<file path="src/rtl/mem_arbiter.sv">
// mem_arbiter: shares one fixed-latency single-ported memory between fetch and load/store,
// data-priority with a bounded fetch-starvation streak, one transaction in flight at a time.
module mem_arbiter #(
    parameter int ADDR_W          = 32,
    parameter int DATA_W          = 32,
    parameter int MEM_LAT         = 2,
    parameter int MAX_DATA_STREAK = 4
) (
    input  logic              clk,
    input  logic              rst,
    input  logic              enable,
    input  logic              i_req,
    input  logic [ADDR_W-1:0] i_addr,
    output logic [DATA_W-1:0] i_rdata,
    output logic              i_ack,
    input  logic              d_req,
    input  logic              d_we,
    input  logic [ADDR_W-1:0] d_addr,
    input  logic [DATA_W-1:0] d_wdata,
    output logic [DATA_W-1:0] d_rdata,
    output logic              d_ack,
    output logic              mem_valid,
    output logic              mem_we,
    output logic [ADDR_W-1:0] mem_addr,
    output logic [DATA_W-1:0] mem_wdata,
    input  logic [DATA_W-1:0] mem_rdata,
    output logic              busy
);
    typedef enum logic [1:0] {IDLE, ISSUE, WAIT, RESP} state_t;

    state_t            state_q;
    logic              own_d_q;
    logic [3:0]        streak_q, streak_d, cnt_q;
    logic              data_win;
    logic              mem_valid_q, mem_we_q, i_ack_q, d_ack_q;
    logic [ADDR_W-1:0] mem_addr_q;
    logic [DATA_W-1:0] mem_wdata_q, i_rdata_q, d_rdata_q;

    // Fetch is forced only once data has been granted MAX_DATA_STREAK times while it waited.
    always_comb begin
        data_win = d_req && !(i_req && streak_q == 4'(MAX_DATA_STREAK));
        streak_d = (data_win && i_req) ? streak_q + 4'd1 : 4'd0;
    end

    always_ff @(posedge clk or negedge rst) begin
        if (!rst) begin
            state_q     <= IDLE;
            own_d_q     <= 1'b0;
            streak_q    <= '0;
            cnt_q       <= '0;
            mem_valid_q <= 1'b0;
            mem_we_q    <= 1'b0;
            mem_addr_q  <= '0;
            mem_wdata_q <= '0;
            i_rdata_q   <= '0;
            d_rdata_q   <= '0;
            i_ack_q     <= 1'b0;
            d_ack_q     <= 1'b0;
        end else begin
            case (state_q)
                IDLE: if (enable && (i_req || d_req)) begin
                    own_d_q     <= data_win;
                    mem_we_q    <= data_win && d_we;
                    mem_addr_q  <= data_win ? d_addr : i_addr;
                    mem_wdata_q <= data_win ? d_wdata : '0;
                    mem_valid_q <= 1'b1;
                    streak_q    <= streak_d;
                    state_q     <= ISSUE;
                end
                ISSUE: begin
                    mem_valid_q <= 1'b0;
                    cnt_q       <= 4'(MEM_LAT);
                    state_q     <= WAIT;
                end
                WAIT: begin
                    cnt_q <= cnt_q - 4'd1;
                    // cnt_q==1 marks the cycle in which mem_rdata is valid
                    if (cnt_q == 4'd1) begin
                        if (!mem_we_q && own_d_q) d_rdata_q <= mem_rdata;
                        if (!own_d_q) i_rdata_q <= mem_rdata;
                        d_ack_q <= own_d_q;
                        i_ack_q <= !own_d_q;
                        state_q <= RESP;
                    end
                end
                default: begin
                    i_ack_q <= 1'b0;
                    d_ack_q <= 1'b0;
                    state_q <= IDLE;
                end
            endcase
        end
    end

    assign i_rdata   = i_rdata_q;
    assign i_ack     = i_ack_q;
    assign d_rdata   = d_rdata_q;
    assign d_ack     = d_ack_q;
    assign mem_valid = mem_valid_q;
    assign mem_we    = mem_we_q;
    assign mem_addr  = mem_addr_q;
    assign mem_wdata = mem_wdata_q;
    assign busy      = state_q != IDLE;
endmodule

</file>
<file path="config.mk">
export PLATFORM = sky130hd
export DESIGN_NAME = mem_arbiter
export DESIGN_NICKNAME = d
export VERILOG_FILES = /design/src/rtl/mem_arbiter.sv
export SDC_FILE = /design/constraint.sdc
export NUM_CORES = 1
export LEC_CHECK = 0
export ABC_CLOCK_PERIOD_IN_PS = 1700
export CORE_UTILIZATION = 27
export DETAILED_ROUTE_END_ITERATION = 8
export PLACE_DENSITY_LB_ADDON = 0.25
export SLEW_MARGIN = 20
export SYNTH_ARGS = -nofsm -noshare
export SYNTH_HDL_FRONTEND = slang
export SYNTH_SLANG_ARGS = --single-unit
export TNS_END_PERCENT = 50
</file>
<file path="constraint.sdc">
create_clock -name clk -period 1.7 [get_ports clk]
set_input_delay 0.425 -clock clk [delete_from_list [all_inputs] [get_ports clk]]
set_output_delay 0.425 -clock clk [all_outputs]
set_load 0.005 [all_outputs]
</file>
==> results.cfg <==
[logic_synthesis]
synth_seq_cells = 143
yosys.area_share.simple = 0.137
synthXorXnorAreaFrac = 0
synth_ff_type = dfrtp_1
async_reset_ff_frac = 1.00
synth_fa_ha_area_frac = 0.0160
synth_top_family_by_area = multiplexers
muxShareOfSynthArea = 0.141
synth_edf_count = 0
synth_cells = 548
synthesis.nets = 690
ys_types = 36
ys_seq_area_frac = 0.572
synth_compound_gate_area_share = 0.0866
syn_avg_cell_area_um2 = 11.4
yosysWarningCount = 0
syn_area_mm2 = 0.00626

[sta]
slew_headroom = 0.748
setup_viol = 33
slew_violations = 0
post-route-min-period_ps = 1740
setup_ws_ps = -43.7
worstMarginPinSlew_ps = 374
grt_setup_unrepaired = yes
hold_ws_ps = 390
hold_violations = 0
period_share = 1.03
fin_tns_setup_ps = -646
finalClockSkew_ps = 10.1
fmax_mhz = 574

[placed_design]
dp_hpwl_um = 12600
port_buffers = 266
globalplace.congestion = 0.724
dp_cells = 1100

[critical_path]
path_class = register to register
worstSetupEndpointType = register
crit_chain = inv_2, ha_4, nor3b_4, and4b_4, buf_12, mux2_4
path_buf_inv = 2
critPathTopFamily = simple AND/OR/NAND/NOR gates
r2r_start = cnt_q[1]$_DFFE_PN0P_
cp_max_fo = 10
worst-endpoint-required_ps = 1990
cp_slowest_cell = dfrtp_1
start_kind = register
crit_arrival_ps = 2040
slowest_delay_ps = 390
startpoint = cnt_q[1]$_DFFE_PN0P_

[layout]
stdcell_count = 1143
drive_above_1_share = 0.189
layout.nets = 987
antenna_cells = 0
area_delta_synth_final_pct = 66.6
final_core_util = 0.459

[floorplanning]
rows = 55
fp.dieH_um = 154
io_pins = 267
fp.dieW_um = 154
core_mm2 = 0.0227
dieArea_mm2 = 0.0238
start_util = 0.276

[grt]
grt-ovfl-total = 0
grt_pass1_vias = 5522
antenna_found_initial = 0
grt_max_degree = 59
grt_usage = 0.156
grt_pass1_wl_um = 29200

[run]
drv_cap = 0

[cts]
clock_path_buffers = 2
path_clk_slew_ps = 60
htreeDepth = 4
clk_latency_ps = 420
cts_sinks = 143
cts_tree = yes
cts_buffers = 17
clockRootBuffer = clkbuf_16

[routing]
vias_per_cell = 4.59
vias = 5252
drtPass1Iterations = 4
drt_iter0_drc = 176
routedWlPerCell_um = 15.9
drt_wl_total_um = 18200
antenna_left = 0
drc = 0

[run_status]
status = complete, but fails checks
violations = setup timing

[pwr]
p_leak_nw = 5.40
p_per_area_mw_per_mm2 = 1540
vdd_drop_max_uv = 517

[worst_hold_path]
holdCritPathClass = input pin to async pin
cell usage in the layout, fill, tap and decap left out, types with 2 or more instances in the layout:
cell type | netlist | routed
clkdlybuf4s50_1 | 0 | 132
and2_1 | 2 | 2
nand2_1 | 137 | 137
inv_6 | 0 | 4
o211ai_1 | 33 | 33
inv_1 | 12 | 9
nand3b_1 | 2 | 2
nand3_1 | 3 | 3
buf_12 | 3 | 18
nor3_1 | 2 | 2
mux2i_1 | 4 | 4
clkinv_4 | 0 | 3
dlymetal6s2s_1 | 0 | 62
dfrtp_1 | 143 | 143
mux2_4 | 30 | 33
ha_1 | 8 | 6
o21ai_0 | 38 | 38
o2bb2ai_1 | 3 | 3
nand4_1 | 33 | 33
nor2_1 | 2 | 2
inv_8 | 0 | 5
ha_4 | 0 | 2
dlygate4sd2_1 | 0 | 70
clkbuf_16 | 0 | 19
buf_6 | 4 | 5
a31oi_1 | 2 | 2
mux2_2 | 35 | 32
o22ai_1 | 4 | 4
buf_4 | 0 | 29
inv_2 | 0 | 3
layer usage:
metal | up-vias | GRT usage | part of all wire
met5 | - | 0 | 0
met4 | 0 | 0.0589 | 0.016
met3 | 18 | 0.0622 | 0.095
met2 | 203 | 0.247 | 0.46
met1 | 2516 | 0.192 | 0.43
li1 | 2515 | - | -
report_power, final:
group          total, W  switching (W)  internal, W
combinational   0.00655        0.00256      0.00399
sequential      0.00571       0.000780      0.00493
clock           0.00378        0.00168      0.00210
total            0.0160        0.00502       0.0110
through the flow:
step	total power (W)	worst slack, ps	instance area, µm²
after floorplan	0.00837	-88.5	6260
after global placement	0.0128	-165	9590
after detailed placement	0.0129	-212	9590
after CTS	0.0164	-75.5	10200
after global routing	0.0172	-127	10400
final	0.0160	-43.7	10400
Yosys cell counts (4+ instances only):
cell | n | area (µm²)
mux2_2 | 35 | 394
o211ai_1 | 33 | 248
buf_2 | 11 | 55.1
dfrtp_1 | 143 | 3580
nand2_1 | 137 | 514
mux2i_1 | 4 | 40.0
o22ai_1 | 4 | 25.0
nand4_1 | 33 | 206
buf_6 | 4 | 45.0
inv_1 | 12 | 45.0
mux2_4 | 30 | 450
clkbuf_1 | 23 | 86.3
o21ai_0 | 38 | 190
ha_1 | 8 | 100
final cells by class:
class / count / area [µm²]
Tap cell: 285 / 357
Timing Repair Buffer: 320 / 3410
Sequential cell: 143 / 3580
Multi-Input combinational cell: 351 / 2440
Fill cell: 2174 / 12300
Clock inverter: 14 / 164
Clock buffer: 18 / 429
Inverter: 12 / 45.0
repair_timing:
item / CTS / global route
setup buffers: 4 / 3
resized for setup: 83 / 67
gates cloned: 0 / 3
setup endpoints to repair: 187 / 128
pin swaps: 1 / 2
hold buffers: 1 / 0
endpoints found under the hold margin: 7 / 0
logic make-up after synthesis:
| family | Yosys count |
|---|---|
| compound gates | 85 |
| fa+ha+maj | 8 |
| buf+inv | 54 |
| flops | 143 |
| mux | 69 |
| simple gates | 189 |
worst register-to-register path: stages (launching register included):
cell,delay (ps)
dfrtp_1,390
inv_2,80
ha_4,110
nor3b_4,180
and4b_4,360
buf_12,180
mux2_4,320
final timing paths:
| path | endpoint | slack [ps] | cells after the start |
|---|---|---|---|
| worst max register to register | d_rdata[12]$_DFFE_PN0P_ | -40 | 6 |
| worst min-delay path | d_rdata[26]$_DFFE_PN0P_ | 390 | 2 |
| max in group asynchronous | mem_wdata[29]$_DFFE_PN0P_ | 780 | 3 |
| worst max-delay path | d_rdata[12]$_DFFE_PN0P_ | -40 | 6 |
| min in group clk | mem_wdata[28]$_DFFE_PN0P_ | 470 | 2 |
| worst min register to register | mem_wdata[28]$_DFFE_PN0P_ | 470 | 2 |
state kept, by name (all words and copies together), names as in the netlist:
name       count
mem_we         1
own_d_q        1
mem_valid      1
i_ack          1
d_ack          1
state_q        2
cnt_q          4
streak_q       4
mem_addr      32
mem_wdata     32
i_rdata       32
d_rdata       32
Power figures use the tool's default switching activity.
